$ cat config.mk
export PLATFORM = sky130hd
export DESIGN_NAME = mem_arbiter
export DESIGN_NICKNAME = d
export VERILOG_FILES = /design/src/rtl/mem_arb_pkg.sv /design/src/rtl/mem_arb_sel.sv /design/src/rtl/mem_arbiter.sv
export SDC_FILE = /design/constraint.sdc
export NUM_CORES = 1
export LEC_CHECK = 0
export ABC_AREA = 1
export CORE_MARGIN = 2
export CORE_UTILIZATION = 39
export CTS_CLUSTER_DIAMETER = 200
export DETAILED_ROUTE_END_ITERATION = 12
export PLACE_DENSITY_LB_ADDON = 0.05
export REMOVE_ABC_BUFFERS = 1
export SLEW_MARGIN = 10
export SYNTH_ARGS = -nofsm -noshare
export SYNTH_HDL_FRONTEND = slang
export SYNTH_SLANG_ARGS = --single-unit
export TNS_END_PERCENT = 20
$ cat constraint.sdc
create_clock -name clk -period 2 [get_ports clk]
set_input_delay 0.4 -clock clk [delete_from_list [all_inputs] [get_ports clk]]
set_output_delay 0.4 -clock clk [all_outputs]
set_load 0.005 [all_outputs]
$ cat src/rtl/mem_arb_pkg.sv
// Shared types and defaults for the IF/LS memory arbiter.
package mem_arb_pkg;

  typedef enum logic [1:0] {
    ST_IDLE = 2'd0,
    ST_CMD  = 2'd1,
    ST_WAIT = 2'd2,
    ST_RSP  = 2'd3
  } state_t;

  typedef enum logic {
    GNT_IF = 1'b0,
    GNT_LS = 1'b1
  } gnt_t;

  localparam int unsigned DEF_RAM_LAT    = 1;
  localparam int unsigned DEF_STARVE_MAX = 4;

endpackage

$ cat src/rtl/mem_arb_sel.sv
// Fixed-priority LS/IF select with a starvation guard that forces IF
// after STARVE_MAX consecutive contested LS grants.
module mem_arb_sel
  import mem_arb_pkg::*;
#(
  parameter int unsigned STARVE_MAX = DEF_STARVE_MAX
) (
  input  logic clk,
  input  logic rst,
  input  logic idle,
  input  logic if_valid,
  input  logic ls_valid,
  output gnt_t gnt,
  output logic if_ready,
  output logic ls_ready
);

  localparam int unsigned    CW      = $clog2(STARVE_MAX + 1);
  localparam logic [CW-1:0]  CNT_MAX = CW'(STARVE_MAX);

  logic [CW-1:0] starve_cnt;

  // Priority select: LS unless IF has waited through STARVE_MAX LS grants.
  always_comb begin
    gnt = GNT_IF;
    if (ls_valid && (!if_valid || (starve_cnt < CNT_MAX))) begin
      gnt = GNT_LS;
    end
    if_ready = idle && if_valid && (gnt == GNT_IF);
    ls_ready = idle && ls_valid && (gnt == GNT_LS);
  end

  // Count contested LS grants; clear on IF grant or when IF is not waiting.
  always_ff @(posedge clk or negedge rst) begin
    if (!rst) begin
      starve_cnt <= '0;
    end else if (idle) begin
      if (ls_ready && if_valid) begin
        if (starve_cnt != CNT_MAX) starve_cnt <= starve_cnt + CW'(1);
      end else if (if_ready || !if_valid) begin
        starve_cnt <= '0;
      end
    end
  end

endmodule

$ cat src/rtl/mem_arbiter.sv
// Two-port arbiter sequencing one single-port RAM transaction at a time.
module mem_arbiter
  import mem_arb_pkg::*;
#(
  parameter int unsigned ADDR_W     = 32,
  parameter int unsigned DATA_W     = 32,
  parameter int unsigned RAM_AW     = 12,
  parameter int unsigned RAM_LAT    = DEF_RAM_LAT,
  parameter int unsigned STARVE_MAX = DEF_STARVE_MAX
) (
  input  logic                clk,
  input  logic                rst,
  input  logic                if_req_valid,
  output logic                if_req_ready,
  input  logic [ADDR_W-1:0]   if_addr,
  output logic                if_rsp_valid,
  output logic [DATA_W-1:0]   if_rsp_data,
  input  logic                ls_req_valid,
  output logic                ls_req_ready,
  input  logic                ls_we,
  input  logic [ADDR_W-1:0]   ls_addr,
  input  logic [DATA_W-1:0]   ls_wdata,
  input  logic [DATA_W/8-1:0] ls_wstrb,
  output logic                ls_rsp_valid,
  output logic [DATA_W-1:0]   ls_rsp_data,
  output logic                ram_en,
  output logic [DATA_W/8-1:0] ram_we,
  output logic [RAM_AW-1:0]   ram_addr,
  output logic [DATA_W-1:0]   ram_wdata,
  input  logic [DATA_W-1:0]   ram_rdata
);

  localparam int unsigned   LW       = (RAM_LAT > 1) ? $clog2(RAM_LAT) : 1;
  localparam logic [LW-1:0] LAT_LAST = LW'(RAM_LAT - 1);

  state_t        state, state_next;
  gnt_t          gnt, owner;
  logic          idle, fire, is_store, wait_done;
  logic [LW-1:0] lat_cnt;

  // Byte offset and address bits above the RAM depth are dropped on purpose.
  logic addr_unused;
  assign addr_unused = ^{if_addr[ADDR_W-1:RAM_AW+2], if_addr[1:0],
                         ls_addr[ADDR_W-1:RAM_AW+2], ls_addr[1:0]};

  assign idle      = (state == ST_IDLE);
  assign fire      = if_req_ready | ls_req_ready;
  assign wait_done = (lat_cnt == LAT_LAST);

  mem_arb_sel #(
    .STARVE_MAX(STARVE_MAX)
  ) u_sel (
    .clk     (clk),
    .rst     (rst),
    .idle    (idle),
    .if_valid(if_req_valid),
    .ls_valid(ls_req_valid),
    .gnt     (gnt),
    .if_ready(if_req_ready),
    .ls_ready(ls_req_ready)
  );

  // State register.
  always_ff @(posedge clk or negedge rst) begin
    if (!rst) state <= ST_IDLE;
    else      state <= state_next;
  end

  // Next-state: IDLE -> CMD -> WAIT (RAM_LAT cycles) -> RSP -> IDLE.
  always_comb begin
    state_next = state;
    case (state)
      ST_IDLE: if (fire) state_next = ST_CMD;
      ST_CMD:  state_next = ST_WAIT;
      ST_WAIT: if (wait_done) state_next = ST_RSP;
      ST_RSP:  state_next = ST_IDLE;
      default: state_next = ST_IDLE;
    endcase
  end

  // Registered RAM command, latency counter and response capture.
  always_ff @(posedge clk or negedge rst) begin
    if (!rst) begin
      owner        <= GNT_IF;
      is_store     <= 1'b0;
      lat_cnt      <= '0;
      ram_en       <= 1'b0;
      ram_we       <= '0;
      ram_addr     <= '0;
      ram_wdata    <= '0;
      if_rsp_valid <= 1'b0;
      if_rsp_data  <= '0;
      ls_rsp_valid <= 1'b0;
      ls_rsp_data  <= '0;
    end else begin
      ram_en       <= 1'b0;
      if_rsp_valid <= 1'b0;
      ls_rsp_valid <= 1'b0;
      case (state)
        ST_IDLE: begin
          if (fire) begin
            owner  <= gnt;
            ram_en <= 1'b1;
            if (gnt == GNT_LS) begin
              is_store  <= ls_we;
              ram_addr  <= ls_addr[RAM_AW+1:2];
              ram_we    <= ls_we ? ls_wstrb : '0;
              ram_wdata <= ls_we ? ls_wdata : '0;
            end else begin
              is_store  <= 1'b0;
              ram_addr  <= if_addr[RAM_AW+1:2];
              ram_we    <= '0;
              ram_wdata <= '0;
            end
          end
        end
        ST_CMD: begin
          ram_we  <= '0;
          lat_cnt <= '0;
        end
        ST_WAIT: begin
          lat_cnt <= lat_cnt + LW'(1);
          if (wait_done) begin
            if (owner == GNT_LS) begin
              ls_rsp_valid <= 1'b1;
              ls_rsp_data  <= is_store ? '0 : ram_rdata;
            end else begin
              if_rsp_valid <= 1'b1;
              if_rsp_data  <= ram_rdata;
            end
          end
        end
        default: ;
      endcase
    end
  end

endmodule

### Word-level counts from Yosys, hierarchy flattened

Index checks and enable logic that the tools add are counted.

* $add $sub $neg: 2
* bitwise logic cells: 4
* reductions and logical operators: 19
* equal/unequal tests: 7
* order comparisons: 1
* mux-type cells: 25

Operators by type and width (number)
* $mux 32: 3
* $mux 12: 1
* $mux 4: 3
* $mux 1: 10
* $mux 3: 3
* $reduce_and 3->1: 3
* $pmux 2 s4: 1
* $pmux 4 s2: 1
* $logic_and 1x1->1: 6
* $ne 2x2->1 const B: 3
* $reduce_and 2->1: 3
* $reduce_bool 2->1: 3
* $eq 2x2->1 const B: 2
* $mux 2: 2
* $add 3x1->3 const B: 1
* $lt 3x3->1 const B: 1
* $ne 3x3->1 const B: 1
* $not 1->1: 3
* $eq 2x1->1 const B: 1
* $logic_not 2->1: 1
* $logic_or 1x1->1: 2
* $pmux 1 s2: 1
* $add 1x1->1 const B: 1
* $logic_not 1->1: 1
* $or 1x1->1: 1

* output and inout port bits: 117
* flip-flop bits (word level): 123
* input port bits: 137
* word-level logic and storage cells: 71

### Depth between registers and ports, before layout

Gate-level depths: netlist of the first run.

* depth after elaboration: 9
* depth in mapped cells: 9

### Hierarchy

Synthesis of the first run repeated with hierarchy kept, for this count alone.

* cells, all modules: 605
* area total of the unflattened synthesis: 5295.1 sq um

By module, submodules not included
* mem_arbiter: area each 5103.6 sq um, cells each 577, instances 1
* mem_arb_sel: area each 191.4 sq um, cells each 28, instances 1

### Worst setup path after synthesis of the first run

No wires, ideal clock.

* kind: reg2out
* start: register state[0]
* end: output ls_req_ready
* stages on the path, launching flop included: 6
* slack: 0.428 ns
* arrival: 1.172 ns
* cell sequence: dfrtp_1 inv_1 ha_1 inv_2 nor2_8 buf_12

* longest elaborated chain between the ends: 3

RTL lines
* start: declaration: RTL line mem_arbiter.sv:36 `state_t state, state_next;`
* start signal: assignment: RTL line mem_arbiter.sv:66 `else state <= state_next;`
* $logic_not 2->1: RTL line mem_arbiter.sv:46 `assign idle = (state == ST_IDLE);`
* $logic_and 1x1->1 (2 in a row): RTL line mem_arb_sel.sv:30 `ls_ready = idle && ls_valid && (gnt == GNT_LS);`
* end: declaration: RTL line mem_arbiter.sv:19 `output logic ls_req_ready,`

No other way between the ends.

### Final worst setup path of the first run

Same ends and word-level chain as after synthesis.

==> flow_metrics.tcl, run 1 <==
set metrics [dict create \
    whs_ns 0.430 \
    core_region_area_um2 13800 \
    critPathMaxFanout 5 \
    min_period_over_period_pct 95.1 \
    clock-sinks 123 \
    grt_usage_pct 20.9 \
    detail-route-antenna-nets 0 \
    dpl_cell_area_um2 7770 \
    drc 0 \
    tritoncts "yes" \
    io_pins 254 \
    crit_type "reg -> out" \
    synth-compound-area-share_pct 3.99 \
    dieHeight_um 122 \
    status "finished, final reports clean" \
    worstSetupEndpointType "output port" \
    grt_max_degree 49 \
    finalClockSkew_ns 0.0127 \
    die_w_um 122 \
    clk_latency_ns 0.41 \
    crit_required_ns 1.60 \
    yosys_register_bits 123 \
    std_cell_rows 43 \
    io_buffers 213 \
    drtIter0Drc 364 \
    grt-ovfl-total 0 \
    cts_root_buffer "clkbuf_16" \
    route.vias.total 4791 \
    clkSlewWorstSetupHoldPaths_ns 0.05 \
    worst_pin_slew_ns 0.502 \
    dr.pass1.iters 5 \
    finalMaxSlewViolations 0 \
    syn_area_um2 5460 \
    avgSynthCellArea_um2 9.22 \
    fillers 1219 \
    p_total_uw 12700 \
    cts_buffer_depth 2 \
    globalplace.congestion 0.728 \
    stdcell_area_um2 8380 \
    ys_seq_area_share_pct 56.4 \
    rsz0062_at_grt "false" \
    areaGrowthSynthToFinish_pct 53.6 \
    max-slew-margin-rel_pct 66.5 \
    synth_adder_area_share_pct 1.38 \
    final-setup-viol-count 0 \
    muxShareOfSynthArea_pct 0 \
    yosysWarnings 0 \
    fin_crit_ns 1.90 \
    ys_types 26 \
    ir_drop_v 0.000626 \
    cts_buffers 17 \
    max_cap_violations 0 \
    grt_pass1_vias 4828 \
    avgViaCountPerCell 4.78 \
    grt_pass1_wl_um 24200 \
    start_util_pct 39.6 \
    wl_um 15000 \
    antenna_cells 0 \
    start_kind "register" \
    p_per_area_nw_per_um2 1510 \
    antenna_found_initial 0 \
    nets 953 \
    dieArea_um2 15000 \
    totalNegativeSetupSlack_ns 0 \
    p_leak_uw 0.00401 \
    synthSimpleGateAreaFrac_pct 31.7 \
    hold_viol_final 0 \
    htree_levels 4 \
    critPathArrivalTime_ns 1.50 \
    drive_above_1_share_pct 12.6 \
    dpl.hpwl_um 10100 \
    clock.fmax_mhz 526 \
    hp-class "in -> reg" \
    synth_top_family_by_area "simple AND/OR/NAND/NOR gates" \
    wl_per_cell_um 15.0 \
    synthCells 592 \
    synth-xor-area-share_pct 0.161 \
]
## synthesized netlist by cell type
master / count / share of area [%]
a21oi_1: 2 / 0.18
buf_1: 1 / 0.069
buf_12: 3 / 1.1
buf_2: 9 / 0.83
buf_4: 10 / 1.4
buf_6: 3 / 0.62
clkbuf_1: 10 / 0.69
dfrtp_1: 123 / 56
ha_1: 6 / 1.4
inv_1: 21 / 1.4
inv_2: 4 / 0.28
nand2_1: 249 / 17
nand2_2: 3 / 0.34
nand2_4: 1 / 0.21
nand3_1: 49 / 4.5
nand3_2: 37 / 6.8
nand3b_1: 12 / 1.7
nor2_1: 7 / 0.48
nor2_4: 1 / 0.21
nor2_8: 1 / 0.37
o21a_1: 1 / 0.14
o21ai_0: 29 / 2.7
o21ai_1: 7 / 0.64
o21ai_2: 1 / 0.16
o21bai_2: 1 / 0.21
xor2_1: 1 / 0.16
## area by class of cell
type	instances	area, um2	share of cell area [%]
sequential	123	3080	36.7
inverter	25	93.8	1.12
clock buffer	25	495	5.91
tap	180	225	2.69
clock inverter	7	87.6	1.05
timing repair buffer	235	2350	28.0
multi-input combinational	408	2050	24.5
## state kept, by name (all words and copies together) (netlist names)
signal,flops
ram_en,1
ls_rsp_data,32
lat_cnt,1
if_rsp_data,32
is_store,1
state,2
owner,1
if_rsp_valid,1
ram_wdata,32
u_sel.starve_cnt,3
ls_rsp_valid,1
ram_we,4
ram_addr,12
## final timing paths
| kind | slack (ns) | endpoint | cells past startpoint | startpoint |
|---|---|---|---|---|
| setup / recovery | 0.1 | ls_req_ready | 5 | state[0]$_DFFE_PN0P_ |
| hold / removal | 0.43 | ram_wdata[21]$_DFFE_PN0P_ | 3 | ls_we |
| setup reg to reg | 0.26 | ls_rsp_data[5]$_DFFE_PN0P_ | 7 | state[0]$_DFFE_PN0P_ |
| hold reg to reg | 0.48 | ram_wdata[26]$_DFFE_PN0P_ | 2 | ram_wdata[26]$_DFFE_PN0P_ |
| max in group asynchronous | 0.89 | ram_addr[11]$_DFFE_PN0P_ | 3 | rst |
| min in group asynchronous | 0.48 | ram_wdata[10]$_DFFE_PN0P_ | 2 | rst |
## cell families after synthesis
group / Yosys count
AOI/OAI and AO/OA: 41
xor gates and xnor gates: 1
adders and majority gates: 6
buffers and inverters: 61
DFF: 123
and+or+nand+nor: 360
## critical path: stages (launching register included)
cell	delay, ns
dfrtp_1	0.40
inv_2	0.10
ha_4	0.17
inv_2	0.07
nor2_8	0.12
clkdlybuf4s15_1	0.23
## routing by layer
metal  up-vias  routed length, um  GRT usage (%)  part of all wire [%]
met5         -                  0              0                     0
met4         0                325           8.98                   2.2
met3        26                819           4.37                   5.5
met2       151               7450           35.3                    50
met1      2294               6410           25.9                    43
li1       2320                  -              -                     -
## cells in the final DEF (no fill, tap or decap), drive strengths merged
| master | Yosys | layout |
|---|---|---|
| nand2 | 253 | 253 |
| clkdlybuf4s50 | 0 | 209 |
| dfrtp | 123 | 123 |
| nand3 | 86 | 86 |
| o21ai | 37 | 37 |
| clkbuf | 10 | 26 |
| inv | 25 | 25 |
| buf | 26 | 23 |
| nand3b | 12 | 12 |
| nor2 | 9 | 9 |
| ha | 6 | 6 |
| clkinv | 0 | 4 |
| a21oi | 2 | 2 |
| bufinv | 0 | 2 |
| o21a | 1 | 1 |
| o21bai | 1 | 1 |
| xor2 | 1 | 1 |
| clkinvlp | 0 | 1 |
| dlygate4sd3 | 0 | 1 |
| clkdlybuf4s15 | 0 | 1 |
## power by group
part / internal [uW] / leakage (uW) / switching (uW)
Clock: 1960 / 0.000287 / 1040
Sequential: 3680 / 0.00156 / 603
Combinational: 2930 / 0.00216 / 2480
Total: 8570 / 0.00401 / 4120
## metrics by stage
stage	util (%)	cells	setup WS, ns
2_1_floorplan	-	556	0.114
3_3_place_gp	56.4	969	-0.100
3_5_place_dp	56.4	969	-0.0970
4_1_cts	60.8	1002	0.0261
5_1_grt	60.8	1003	0.0165
6_report	60.8	1003	0.0985
## what timing repair did
action | in CTS | in global routing
resized for setup | 6 | 3
gates cloned | 0 | 0
hold buffers | 1 | 0
hold endpoints to repair | 29 | 0
buffers inserted | 0 | 1
endpoints found under the setup margin | 2 | 2
Power figures use the tool's default switching activity.
==> inputs of run 2 (changes only) <==
Settings changed: ABC_CLOCK_PERIOD_IN_PS set to 2000, REMOVE_ABC_BUFFERS 1 to not set.
==> flow_metrics.tcl, run 2 (synthesis gave the netlist of run 1 again) <==
set metrics [dict create \
    power_frac_comb_pct 41.7 \
    drc 0 \
    critPathMaxFanout 3 \
    crit_type "reg -> out" \
    drive_above_1_share_pct 12.7 \
    reg_top3 "if_rsp_data: 32 flops, ls_rsp_data: 32 flops, ram_wdata: 32 flops" \
    antenna_found_initial 0 \
    tritoncts "yes" \
    dpl_cell_area_um2 7730 \
    critPathBufInv 3 \
    grt_usage_pct 21.9 \
    fin_crit_ns 1.94 \
    p_leak_uw 0.00402 \
    path_delay_family "buffers and inverters" \
    clk_latency_ns 0.42 \
    cts_hold_buf 0 \
    start_kind "register" \
    cts_root_buffer "clkbuf_16" \
    cts_buffer_depth 2 \
    whs_ns 0.0454 \
    antenna_cells 0 \
    cts_buffers 17 \
    pwr-share-seq_pct 33.0 \
    dpl.hpwl_um 10500 \
    syn_nets 735 \
    crit_required_ns 1.60 \
    hp-class "in -> async" \
    clkSlewWorstSetupHoldPaths_ns 0.05 \
    grt_pass1_wl_um 24900 \
    path_cells "inv_2, ha_4, inv_2, nor2_8, dlygate4sd2_1" \
    crit_top_cell "inv_2" \
    place_ws_ns -0.110 \
    grt_pass1_vias 4927 \
    ir_drop_v 0.000830 \
    stdcell_area_um2 8400 \
    core_region_area_um2 13800 \
    p_per_area_nw_per_um2 1550 \
    drtIter0Drc 348 \
    worstSetupEndpointType "output port" \
    clock.fmax_mhz 514 \
    grt_max_degree 124 \
    avgViaCountPerCell 4.83 \
    hold_viol_final 0 \
    final_common_cell "nand2_1" \
    cp_slowest_cell "dfrtp_1" \
    mostFrequentLayoutCells "nand2_1 (249), clkdlybuf4s50_1 (209), dfrtp_1 (123)" \
    htree_levels 4 \
    wl_um 15800 \
    dr.pass1.iters 5 \
    start_util_pct 39.6 \
    switching_share_pct 32.1 \
    std_cell_rows 43 \
    internal_power_uw 8850 \
    die_w_um 122 \
    wl_met3_um 1060 \
    finalMaxSlewViolations 0 \
    pwr-share-clk_pct 25.3 \
    route.vias.total 4835 \
    worst_pin_slew_ns 0.682 \
    finalWorstSetupSlack_ns 0.0561 \
    min_period_over_period_pct 97.2 \
    nets 953 \
    wl_met2_um 7360 \
    wl_per_cell_um 15.7 \
    max_cap_violations 0 \
    io_pins 254 \
    critPathArrivalTime_ns 1.54 \
    globalplace.congestion 0.781 \
    detail-route-antenna-nets 0 \
    final-setup-viol-count 0 \
    dr.max_layer_used "met4" \
    max-slew-margin-rel_pct 54.6 \
    totalNegativeSetupSlack_ns 0 \
    dieHeight_um 122 \
    finalClockSkew_ns 0.0133 \
    dieArea_um2 15000 \
    areaGrowthSynthToFinish_pct 53.9 \
    wl_met1_um 6950 \
    p_total_uw 13000 \
    io_buffers 213 \
    status "finished, final reports clean" \
    slowest_delay_ns 0.41 \
    grt-ovfl-total 0 \
    netSwitchingPower_uw 4180 \
    clock-sinks 123 \
]
## run 2: changes by cell type in the layout (fill, tap and decap cells not counted), sizes merged
cell / before / now
dlygate4sd3: 1 / 0
clkinv: 4 / 1
clkbuf: 26 / 25
bufinv: 2 / 4
clkdlybuf4s15: 1 / 0
dlygate4sd2: 0 / 2
buf: 23 / 24
## run 2: through the flow
| stage | util (%) | cells |
|---|---|---|
| after CTS | 60.8 | 999 |
| after detailed placement | 56.1 | 968 |
| after global routing | 61.0 | 1002 |
| after global placement | 56.1 | 968 |
| final | 61.0 | 1002 |
| after floorplan | - | 592 |
## run 2: layer usage
metal	up-vias	GRT usage [%]
met1	2326	27.4
met5	-	0
met3	26	6.32
li1	2319	-
met4	0	10.6
met2	164	34.7
## run 2: path summary, 6_finish.rpt
path / from / end / slack, ns / cells after the start
max reg2reg: state[0]$_DFFE_PN0P_ / if_rsp_data[14]$_DFFE_PN0P_ / 0.23 / 8
max in group asynchronous: rst / if_rsp_data[18]$_DFFE_PN0P_ / 1.42 / 2
min reg2reg: ram_wdata[22]$_DFFE_PN0P_ / ram_wdata[22]$_DFFE_PN0P_ / 0.47 / 2
max: state[0]$_DFFE_PN0P_ / ls_req_ready / 0.06 / 5
min: rst / ram_wdata[26]$_DFFE_PN0P_ / 0.05 / 2
min in group clk: ls_we / ram_wdata[31]$_DFFE_PN0P_ / 0.31 / 3
## run 2: timing repair
action                     in CTS  in global routing
setup endpoints to repair       2                  1
gates resized for setup         6                  0
buffers inserted                0                  3
## run 2: power groups by stage
stage	logic, uW	clock network [uW]	registers, uW
final	5430	3300	4300
after floorplan	2170	0	4380
after CTS	5460	3380	4300
after global placement	5310	0	4280
after detailed placement	5390	0	4320
after global routing	6010	3480	4450
## run 2: final cells by class
class	count	area (um2)
fill	1201	5380
sequential	123	3080
timing repair buffer	235	2310
multi-input combinational	408	2050
clock buffer	25	505
tap	180	225
clock inverter	6	133
inverter	25	93.8
